[config.mk]
export PLATFORM = sky130hd
export DESIGN_NAME = wb_uart
export DESIGN_NICKNAME = d
export VERILOG_FILES = /design/src/rtl/wb_uart.sv
export SDC_FILE = /design/constraint.sdc
export NUM_CORES = 1
export LEC_CHECK = 0
export CORE_ASPECT_RATIO = 1.75
export CORE_MARGIN = 5
export CORE_UTILIZATION = 45
export CTS_CLUSTER_DIAMETER = 80
export DETAILED_ROUTE_END_ITERATION = 8
export PLACE_DENSITY_LB_ADDON = 0.3
export SYNTH_ARGS = -nofsm -noshare
export SYNTH_HDL_FRONTEND = slang
export SYNTH_SLANG_ARGS = --single-unit
[constraint.sdc]
create_clock -name clk -period 4.79 [get_ports clk]
set_input_delay 0.958 -clock clk [delete_from_list [all_inputs] [get_ports clk]]
set_output_delay 0.958 -clock clk [all_outputs]
set_load 0.01 [all_outputs]
[src/rtl/wb_uart.sv]
// Wishbone classic slave UART: 8N1 transmitter and receiver with TX/RX FIFOs,
// programmable clocks-per-bit divisor, sticky error flags and a level interrupt.
module wb_uart #(
  parameter logic [15:0] DIV_RESET = 16'd434,
  parameter int          TX_DEPTH  = 16,
  parameter int          RX_DEPTH  = 16
) (
  input  logic        clk,
  input  logic        rst,
  input  logic        CYC,
  input  logic        STB,
  input  logic        WE,
  input  logic [31:0] ADR,
  input  logic [31:0] DAT_I,
  output logic [31:0] DAT_O,
  output logic        ACK,
  output logic        ERR,
  output logic        RTY,
  input  logic        rx,
  output logic        tx,
  output logic        irq,
  output logic [1:0]  o_tx_state,
  output logic [1:0]  o_rx_state
);

  localparam int TAW = $clog2(TX_DEPTH);
  localparam int RAW = $clog2(RX_DEPTH);
  localparam logic [TAW:0] TX_MAX = TX_DEPTH[TAW:0];
  localparam logic [RAW:0] RX_MAX = RX_DEPTH[RAW:0];

  typedef enum logic [1:0] {S_IDLE, S_START, S_DATA, S_STOP} state_t;

  // Bus side: a strobe is taken only when no termination is currently on the bus.
  logic        r_ack, r_err;
  logic [31:0] r_dat;
  logic [15:0] r_div;
  logic [1:0]  r_ctrl;
  logic        r_overrun, r_frame_err, r_irq;
  logic        w_req, w_sel_data, w_tx_wr, w_bus_err, w_div_wr, w_ctrl_wr, w_clr;
  logic [31:0] w_rdata;

  logic [7:0]   r_tx_mem [TX_DEPTH];
  logic [TAW-1:0] r_tx_wptr, r_tx_rptr;
  logic [TAW:0] r_tx_cnt;
  logic         w_tx_full, w_tx_empty, w_tx_push, w_tx_pop, w_tx_done;

  logic [7:0]   r_rx_mem [RX_DEPTH];
  logic [RAW-1:0] r_rx_wptr, r_rx_rptr;
  logic [RAW:0] r_rx_cnt;
  logic         w_rx_full, w_rx_empty, w_rx_push, w_rx_pop, w_rx_ovr, w_rx_frm;

  state_t      r_tx_state, w_tx_next;
  logic [15:0] r_tx_tick, r_tx_div;
  logic [2:0]  r_tx_bit;
  logic [7:0]  r_tx_shift;
  logic        w_tx_tick_end, w_tx_line;

  state_t      r_rx_state, w_rx_next;
  logic [15:0] r_rx_tick, r_rx_div;
  logic [2:0]  r_rx_bit;
  logic [7:0]  r_rx_shift;
  logic        r_rx_meta, r_rx_sync, r_rx_prev;
  logic        w_rx_fall, w_rx_tick_end, w_rx_half_end, w_rx_stop;

  logic w_unused;
  assign w_unused = &{1'b0, ADR[31:4], ADR[1:0], DAT_I[31:16]};

  assign w_req      = CYC & STB & ~(r_ack | r_err);
  assign w_sel_data = (ADR[3:2] == 2'd0);
  assign w_tx_wr    = w_req & WE & w_sel_data;
  assign w_tx_push  = w_tx_wr & (~w_tx_full | w_tx_pop);
  assign w_bus_err  = w_tx_wr & w_tx_full & ~w_tx_pop;
  assign w_rx_pop   = w_req & ~WE & w_sel_data & ~w_rx_empty;
  assign w_div_wr   = w_req & WE & (ADR[3:2] == 2'd2);
  assign w_ctrl_wr  = w_req & WE & (ADR[3:2] == 2'd3);
  assign w_clr      = w_ctrl_wr & DAT_I[7];

  assign w_tx_full  = (r_tx_cnt == TX_MAX);
  assign w_tx_empty = (r_tx_cnt == '0);
  assign w_rx_full  = (r_rx_cnt == RX_MAX);
  assign w_rx_empty = (r_rx_cnt == '0);
  assign w_tx_done  = w_tx_empty & (r_tx_state == S_IDLE);

  always_comb begin
    w_rdata = '0;
    case (ADR[3:2])
      2'd0: if (!w_rx_empty) w_rdata = {24'b0, r_rx_mem[r_rx_rptr]};
      2'd1: w_rdata = {26'b0, r_frame_err, r_overrun, w_rx_full, w_rx_empty, w_tx_full, w_tx_done};
      2'd2: w_rdata = {16'b0, r_div};
      2'd3: w_rdata = {30'b0, r_ctrl};
    endcase
  end

  always_ff @(posedge clk or negedge rst) begin
    if (!rst) begin
      r_ack <= 1'b0;
      r_err <= 1'b0;
      r_dat <= '0;
    end else begin
      r_ack <= w_req & ~w_bus_err;
      r_err <= w_bus_err;
      r_dat <= (w_req & ~WE) ? w_rdata : '0;
    end
  end

  // A flag set in the same cycle as a clear-write is kept so the event is not lost.
  always_ff @(posedge clk or negedge rst) begin
    if (!rst) begin
      r_div       <= DIV_RESET;
      r_ctrl      <= 2'b00;
      r_overrun   <= 1'b0;
      r_frame_err <= 1'b0;
      r_irq       <= 1'b0;
    end else begin
      if (w_div_wr) r_div <= (DAT_I[15:0] < 16'd4) ? 16'd4 : DAT_I[15:0];
      if (w_ctrl_wr) r_ctrl <= DAT_I[1:0];
      r_overrun   <= w_rx_ovr | (r_overrun & ~w_clr);
      r_frame_err <= w_rx_frm | (r_frame_err & ~w_clr);
      r_irq       <= (r_ctrl[0] & ~w_rx_empty) | (r_ctrl[1] & w_tx_done);
    end
  end

  always_ff @(posedge clk) begin
    if (w_tx_push) r_tx_mem[r_tx_wptr] <= DAT_I[7:0];
    if (w_rx_push) r_rx_mem[r_rx_wptr] <= r_rx_shift;
  end

  always_ff @(posedge clk or negedge rst) begin
    if (!rst) begin
      r_tx_wptr <= '0;
      r_tx_rptr <= '0;
      r_tx_cnt  <= '0;
      r_rx_wptr <= '0;
      r_rx_rptr <= '0;
      r_rx_cnt  <= '0;
    end else begin
      if (w_tx_push) r_tx_wptr <= r_tx_wptr + 1'b1;
      if (w_tx_pop)  r_tx_rptr <= r_tx_rptr + 1'b1;
      if (w_tx_push & ~w_tx_pop)      r_tx_cnt <= r_tx_cnt + 1'b1;
      else if (~w_tx_push & w_tx_pop) r_tx_cnt <= r_tx_cnt - 1'b1;
      if (w_rx_push) r_rx_wptr <= r_rx_wptr + 1'b1;
      if (w_rx_pop)  r_rx_rptr <= r_rx_rptr + 1'b1;
      if (w_rx_push & ~w_rx_pop)      r_rx_cnt <= r_rx_cnt + 1'b1;
      else if (~w_rx_push & w_rx_pop) r_rx_cnt <= r_rx_cnt - 1'b1;
    end
  end

  // Transmitter: the divisor is captured whenever a byte is loaded, so a new
  // DIVISOR never changes a frame already on the line.
  assign w_tx_tick_end = (r_tx_tick == r_tx_div - 16'd1);
  assign w_tx_pop = ~w_tx_empty &
                    ((r_tx_state == S_IDLE) | ((r_tx_state == S_STOP) & w_tx_tick_end));

  always_ff @(posedge clk or negedge rst) begin
    if (!rst) begin
      r_tx_state <= S_IDLE;
      r_tx_tick  <= '0;
      r_tx_div   <= DIV_RESET;
      r_tx_bit   <= '0;
      r_tx_shift <= '0;
    end else begin
      r_tx_state <= w_tx_next;
      if (w_tx_pop) begin
        r_tx_shift <= r_tx_mem[r_tx_rptr];
        r_tx_div   <= r_div;
        r_tx_tick  <= '0;
        r_tx_bit   <= '0;
      end else if (r_tx_state != S_IDLE) begin
        if (w_tx_tick_end) begin
          r_tx_tick <= '0;
          if (r_tx_state == S_DATA) begin
            r_tx_shift <= r_tx_shift >> 1;
            r_tx_bit   <= r_tx_bit + 3'd1;
          end
        end else begin
          r_tx_tick <= r_tx_tick + 16'd1;
        end
      end
    end
  end

  always_comb begin
    w_tx_next = r_tx_state;
    case (r_tx_state)
      S_IDLE:  if (!w_tx_empty) w_tx_next = S_START;
      S_START: if (w_tx_tick_end) w_tx_next = S_DATA;
      S_DATA:  if (w_tx_tick_end && r_tx_bit == 3'd7) w_tx_next = S_STOP;
      S_STOP:  if (w_tx_tick_end) w_tx_next = w_tx_empty ? S_IDLE : S_START;
    endcase
  end

  always_comb begin
    w_tx_line = 1'b1;
    case (r_tx_state)
      S_START: w_tx_line = 1'b0;
      S_DATA:  w_tx_line = r_tx_shift[0];
      default: w_tx_line = 1'b1;
    endcase
  end

  // Receiver: only the synchronized copy of rx is used; a start needs a high-to-low
  // transition, so after a bad stop bit the line must return high first.
  assign w_rx_fall     = r_rx_prev & ~r_rx_sync;
  assign w_rx_tick_end = (r_rx_tick == r_rx_div - 16'd1);
  assign w_rx_half_end = (r_rx_tick == (r_rx_div >> 1) - 16'd1);
  assign w_rx_stop     = (r_rx_state == S_STOP) & w_rx_tick_end;
  assign w_rx_push     = w_rx_stop & r_rx_sync & (~w_rx_full | w_rx_pop);
  assign w_rx_ovr      = w_rx_stop & r_rx_sync & w_rx_full & ~w_rx_pop;
  assign w_rx_frm      = w_rx_stop & ~r_rx_sync;

  always_ff @(posedge clk or negedge rst) begin
    if (!rst) begin
      r_rx_meta  <= 1'b1;
      r_rx_sync  <= 1'b1;
      r_rx_prev  <= 1'b1;
      r_rx_state <= S_IDLE;
      r_rx_tick  <= '0;
      r_rx_div   <= DIV_RESET;
      r_rx_bit   <= '0;
      r_rx_shift <= '0;
    end else begin
      r_rx_meta  <= rx;
      r_rx_sync  <= r_rx_meta;
      r_rx_prev  <= r_rx_sync;
      r_rx_state <= w_rx_next;
      case (r_rx_state)
        S_IDLE: if (w_rx_fall) begin
          r_rx_tick <= '0;
          r_rx_div  <= r_div;
          r_rx_bit  <= '0;
        end
        S_START: r_rx_tick <= w_rx_half_end ? 16'd0 : r_rx_tick + 16'd1;
        S_DATA: if (w_rx_tick_end) begin
          r_rx_tick  <= '0;
          r_rx_shift <= {r_rx_sync, r_rx_shift[7:1]};
          r_rx_bit   <= r_rx_bit + 3'd1;
        end else begin
          r_rx_tick <= r_rx_tick + 16'd1;
        end
        S_STOP: r_rx_tick <= w_rx_tick_end ? 16'd0 : r_rx_tick + 16'd1;
      endcase
    end
  end

  always_comb begin
    w_rx_next = r_rx_state;
    case (r_rx_state)
      S_IDLE:  if (w_rx_fall) w_rx_next = S_START;
      S_START: if (w_rx_half_end) w_rx_next = r_rx_sync ? S_IDLE : S_DATA;
      S_DATA:  if (w_rx_tick_end && r_rx_bit == 3'd7) w_rx_next = S_STOP;
      S_STOP:  if (w_rx_tick_end) w_rx_next = S_IDLE;
    endcase
  end

  assign tx         = w_tx_line;
  assign DAT_O      = r_dat;
  assign ACK        = r_ack;
  assign ERR        = r_err;
  assign RTY        = 1'b0;
  assign irq        = r_irq;
  assign o_tx_state = r_tx_state;
  assign o_rx_state = r_rx_state;

endmodule

### After elaboration in Yosys (flattened, before gate mapping)

Memories as Yosys holds them, arrays and structs flattened.
Cells that the tools add are included.

* bits in registers: 174
* RAM bits: 256
* input bits: 70
* output and inout bits: 41
* logic and storage cells: 186
* memories: 2

Memories
* r_rx_mem: words 16, bits a word 8, rd ports 1, clocked after memory_dff 0, wr ports 1, RTL line 47 `logic [7:0] r_rx_mem [RX_DEPTH];`
* r_tx_mem: words 16, bits a word 8, rd ports 1, clocked after memory_dff 0, wr ports 1, RTL line 42 `logic [7:0] r_tx_mem [TX_DEPTH];`

* add/sub/neg operators: 15
* magnitude comparators: 1
* eq/ne operators: 25
* multiplexer cells: 43
* bitwise operators: 52
* reduce and logical (&&, ||, !) cells: 21

Operators by type and width (number)
* $pmux 32 s4: 1
* $mux 16: 7
* $eq 16x16->1: 3
* $pmux 16 s3: 1
* $mux 8: 5
* $add 16x1->16 const B: 2
* $and 1x1->1: 32
* $mux 32: 1
* $sub 16x1->16 const B: 2
* $mux 5: 4
* $mux 2: 9
* $mux 3: 6
* $add 4x1->4 const B: 4
* $lt 16x3->1 const B: 1
* $ne 2x2->1 const B: 8
* $pmux 2 s4: 2
* $sub 15x1->16 const B: 1
* $reduce_bool 2->1: 7
* $not 1->1: 13
* $eq 2x2->1 const B: 6
* $add 5x1->5 const B: 2
* $eq 5x5->1 const B: 2
* $logic_not 5->1: 2
* $sub 5x1->5 const B: 2
* 14 further kinds: 34

### Depth between registers and ports, before layout

Gate-level depths: netlist (run 1).

* depth in word-level cells: 12
* mapped depth: 19
* mapped depth without buffers: 17

### Worst setup path before layout (run 1)

No wires, ideal clock.

* path type: input to register
* start point: input CYC
* end point: register r_rx_cnt[4]
* library setup time: 0.125 ns
* arrival: 4.135 ns
* path slack: 0.529 ns
* cell stages on the path: 17
* buffers on the path: 2
* path through: nand2_1 -> nor3_1 -> nand2b_1 -> clkbuf_1 -> nor4_1 -> inv_1 -> a21oi_1 -> and4_1 -> clkbuf_1 -> ha_1 -> inv_1 -> fa_1 -> a21o_1 -> a21oi_1 -> xnor2_1 -> nor2_1 -> xor2_1

* word-level cells in the longest chain between the ends: 10
* elaborated cells between the ends (all ways): 13

Ends and longest elaborated chain
* from (decl): RTL line 10 `input logic CYC,`
* $and 1x1->1 * (2 in series): RTL line 68 `assign w_req = CYC & STB & ~(r_ack | r_err);`
* $and 1x1->1 * (3 in series): RTL line 73 `assign w_rx_pop = w_req & ~WE & w_sel_data & ~w_rx_empty;`
* $or 1x1->1 *: RTL line 207 `assign w_rx_push = w_rx_stop & r_rx_sync & (~w_rx_full | w_rx_pop);`
* $and 1x1->1 *: RTL line 207
* via w_rx_push: RTL line 50 `logic w_rx_full, w_rx_empty, w_rx_push, w_rx_pop, w_rx_ovr, w_rx_frm;`
* $not 1->1: RTL line 144 `else if (~w_rx_push & w_rx_pop) r_rx_cnt <= r_rx_cnt - 1'b1;`
* $and 1x1->1: RTL line 144
* $reduce_bool 2->1 (no source line)
* to (signal assigned): RTL line 143 `if (w_rx_push & ~w_rx_pop) r_rx_cnt <= r_rx_cnt + 1'b1;`
* to (signal assigned): RTL line 144
* to (decl): RTL line 49 `logic [RAW:0] r_rx_cnt;`

The timed path passes the listed nets; every way through them passes the cells marked *.
A chain may end at the register's enable or synchronous reset.

### Worst setup path in the final report (run 1)

* start point: register r_tx_div[0]
* end point: register r_tx_cnt[4]

* word-level cells in the longest chain between the ends: 10
* elaborated cells between the ends (all ways): 13

Ends and longest elaborated chain
* from (decl): RTL line 53 `logic [15:0] r_tx_tick, r_tx_div;`
* from (signal assigned): RTL line 165 `r_tx_div <= r_div;`
* $sub 16x1->16 *: RTL line 150 `assign w_tx_tick_end = (r_tx_tick == r_tx_div - 16'd1);`
* $eq 16x16->1 *: RTL line 150
* $and 1x1->1 *: RTL line 152 `((r_tx_state == S_IDLE) | ((r_tx_state == S_STOP) & w_tx_tick_end));`
* $or 1x1->1 *: RTL line 152
* $and 1x1->1 *: RTL line 151 `assign w_tx_pop = ~w_tx_empty &`
* $or 1x1->1: RTL line 71 `assign w_tx_push = w_tx_wr & (~w_tx_full | w_tx_pop);`
* $and 1x1->1: RTL line 71
* $not 1->1: RTL line 140 `else if (~w_tx_push & w_tx_pop) r_tx_cnt <= r_tx_cnt - 1'b1;`
* $and 1x1->1: RTL line 140
* $reduce_bool 2->1 (no source line)
* to (signal assigned): RTL line 139 `if (w_tx_push & ~w_tx_pop) r_tx_cnt <= r_tx_cnt + 1'b1;`
* to (signal assigned): RTL line 140
* to (decl): RTL line 44 `logic [TAW:0] r_tx_cnt;`

Mark *: on every way between the ends. The rest lies on a longest branch, timed or not.

==> summary.txt, run 1 <==
Timing
  – Worst Setup Slack, final: 0.4831 ns
  – RSZ-0062 raised after global routing: no
  – Relative slew slack: 31.09%
  – Final Slew Violations: 0
  – Clock skew: 0.02972 ns
  – Final setup TNS: 0 ns
  – Fmax: 232.2 MHz
  – Worst Tran Pin Value: 1.034 ns
  – Final setup vio count: 0
  – Final period utilization: 89.91%
  – WHS: 0.3585 ns
  – Final Hold Viols: 0
  – Min Tclk post-route: 4.307 ns

Cells and area
  – Nets: 1,521
  – # fillers: 3,584
  – ANT cells: 0
  – Share of cells above drive strength 1: 17.83%
  – Syn-to-layout area delta: 12.69%

Logic synthesis
  – Syn Std Cell Area: 19,110 um2
  – Top-count cell post-synth: edfxtp_1
  – Top cells by area, synth: edfxtp_1 40%, dfrtp_1 18%, mux4_2 7.8%, mux2_2 2.8%, xnor2_1 2.6%
  – #FFs+latches synth: 414
  – Post-synth EDFFs: 256
  – Top cell type's share of synthesized area: 40.23%
  – Post-synthesis sequential area ratio: 61.04%
  – Distinct cells, synth: 91
  – Commonest cells in the synthesized netlist: 256 x edfxtp_1, 140 x dfrtp_1, 107 x nand2_1, 66 x mux4_2, 61 x nor2_1
  – Cell taking the most area after synthesis: edfxtp_1
  – Top FF cell, synth: edfxtp_1
  – Mapped Avg Cell Area: 13.89 um2
  – Synth async-reset ratio: 38.16%
  – Cell count after synthesis: 1,376
  – Total of warnings raised by yosys: 0

Pwr
  – Leakage: 0.007805 uW
  – Max VDD drop: 290.4 uV
  – Pwr Density: 528.8 nW/um2
  – Total Power: 11,390 uW

Critical path
  – Startpoint class of the critical path: register
  – Req. time, crit path: 5.23 ns
  – Worst setup path class: register to register
  – Setup crit end kind: register
  – Crit-path max FO: 5
  – Family with the most delay on the worst path: compound AO/OA/AOI/OAI gates
  – Worst path slowest cell: o41ai_4
  – Cell breakdown of the critical path: inv_1 -> ha_1 -> or3b_1 -> or3_1 -> a21oi_1 -> o2111ai_2 -> o41ai_4 -> o21a_1 -> ha_1 -> inv_1 -> fa_1 -> a21o_1 -> a21oi_1 -> xnor2_1 -> nor2_1 -> xor2_1
  – Crit path DAT: 4.74 ns
  – Buf/Inv on CP: 2
  – Crit-path max cell delay: 0.55 ns

Die
  – Initial core utilization: 45.18%
  – Die footprint: 46,850 um2
  – Core ar.: 42,290 um2
  – Vert. Die Dim: 282.6 um
  – Top-level I/O count: 111
  – Die X: 165.8 um
  – Site row count: 100

Clocking
  – Htree depth: 2
  – Clock sinks: 414
  – CTS Buffer Depth: 3
  – Post-CTS setup buffers: 0
  – Clock root buffer: clkbuf_16
  – CTS tree: done
  – # hold bufs at CTS: 0
  – Clk slew on worst S/H paths: 0.06 ns
  – Total CTS buffers: 39
  – Worst-Skew Late Latency: 0.56 ns
  – Post-CTS Resized: 0

Detailed routing
  – # DRC: 0
  – Antenna Nets Post-Route: 0
  – Vias per cell: 5.590
  – Vias: 11,225
  – Drt total wl: 41,440 um
  – Drt first pass iters: 5
  – Iteration-0 DRC Markers: 705
  – Avg WL per Cell: 20.64 um

Global route
  – Total grt overflow: 0
  – Overall Global Routing Usage: 17.72%
  – First-pass GRT wire length: 65,480 um
  – Antenna violations before repair: 0
  – Vias in the first global route: 11,740
  – Largest net degree at the start of global routing: 81

Placed design
  – Post-DP HPWL: 29,260 um
  – Dpl ws: 0.3135 ns
  – I/O Buffers: 47
  – Placer congestion estimate: 0.8659

Hold path
  – Hold Crit Class: register to register

Run
  – Max cap viols: 0

Status
  – Outcome: complete, no violations
## area by class of cell
| type | instances | area [um2] | share of cell area, % |
|---|---|---|---|
| Sequential cell | 414 | 11670 | 54.18 |
| Multi-Input combinational cell | 846 | 6908 | 32.08 |
| Clock buffer | 46 | 1012 | 4.701 |
| Timing Repair Buffer | 76 | 701.9 | 3.260 |
| Tap cell | 561 | 701.9 | 3.260 |
| Clock inverter | 25 | 392.9 | 1.825 |
| Inverter | 40 | 150.1 | 0.6973 |
## kinds of logic after synthesis
| family | count (synthesis) | synth area share, % |
|---|---|---|
| flops | 414 | 61.04 |
| simple gates | 379 | 10.60 |
| compound gates | 188 | 6.672 |
| mux | 140 | 12.03 |
| buf+inv | 132 | 3.150 |
| xor+xnor | 88 | 4.184 |
| fa+ha+maj | 34 | 2.305 |
| other cells | 1 | 0.01962 |
## final timing paths
kind / from / to / slack [ns] / depth (start not counted)
max: r_tx_div[0] / r_tx_cnt[4] / 0.48 / 16
min reg2reg: r_rx_meta / r_rx_sync / 0.36 / 0
max reg2reg: r_tx_div[0] / r_tx_cnt[4] / 0.48 / 16
min: r_rx_meta / r_rx_sync / 0.36 / 0
max in group asynchronous: rst / r_rx_prev / 3.35 / 2
min in group asynchronous: rst / r_tx_tick[7] / 0.47 / 1
## placed cells by master (no fill, tap or decap), types with 32 or more instances in the layout
cell             instances
mux4_2                  66
dfrtp_1                138
ha_1                    32
nor2_1                  61
nand2_1                107
mux2_2                  48
inv_1                   40
clkdlybuf4s50_1         46
a21oi_1                 32
edfxtp_1               256
xnor2_1                 57
clkbuf_16               39
and3_1                  33
o21ai_0                 53
## stage by stage
step | cells | cell area, um2 | utilization [%]
4_1_cts | 2008 | 21530 | 50.92
3_3_place_gp | 1937 | 20130 | 47.59
2_1_floorplan | 1392 | 19170 | -
6_report | 2008 | 21530 | 50.92
3_5_place_dp | 1937 | 20130 | 47.59
5_1_grt | 2008 | 21530 | 50.92
## flip-flops by register name (all words and copies together), names as in the netlist, 3 cells and up, named ones only
register	cells
r_rx_tick	16
r_rx_rptr	4
r_tx_mem	128
r_rx_div	16
r_rx_cnt	5
r_div	16
r_tx_wptr	4
r_tx_tick	16
r_rx_shift	8
DAT_O	16
r_tx_cnt	5
r_tx_div	16
r_rx_bit	3
r_rx_mem	128
r_tx_shift	8
r_tx_rptr	4
r_tx_bit	3
r_rx_wptr	4
## routing by layer
layer	global-route usage [%]	wire length [um]
met1	19.95	15720
met4	7.261	1700
met3	2.307	1396
met5	0	0
met2	33.81	22630
## report_power, final
group	switching (uW)	internal, uW
clock network	1370	1980
logic	1670	1590
registers	643	4130
No activity file was read; power rests on OpenSTA's default activity.
==> run 2, diff against run 1 <==
--- a/config.mk
+++ b/config.mk
@@ -11,6 +11,7 @@
 export CTS_CLUSTER_DIAMETER = 80
 export DETAILED_ROUTE_END_ITERATION = 8
 export PLACE_DENSITY_LB_ADDON = 0.3
+export SLEW_MARGIN = 5
 export SYNTH_ARGS = -nofsm -noshare
 export SYNTH_HDL_FRONTEND = slang
 export SYNTH_SLANG_ARGS = --single-unit
==> results of run 2 <==
The final DEF is identical to that of run 1; final timing and power are the same.
==> run 3, diff against run 2 <==
--- a/config.mk
+++ b/config.mk
@@ -8,9 +8,10 @@
 export CORE_ASPECT_RATIO = 1.75
 export CORE_MARGIN = 5
 export CORE_UTILIZATION = 45
-export CTS_CLUSTER_DIAMETER = 80
+export CTS_CLUSTER_DIAMETER = 120
 export DETAILED_ROUTE_END_ITERATION = 8
 export PLACE_DENSITY_LB_ADDON = 0.3
+export SETUP_SLACK_MARGIN = 0.1
 export SLEW_MARGIN = 5
 export SYNTH_ARGS = -nofsm -noshare
 export SYNTH_HDL_FRONTEND = slang
==> results of run 3 <==
The final DEF is identical to that of run 1; final timing and power are the same.
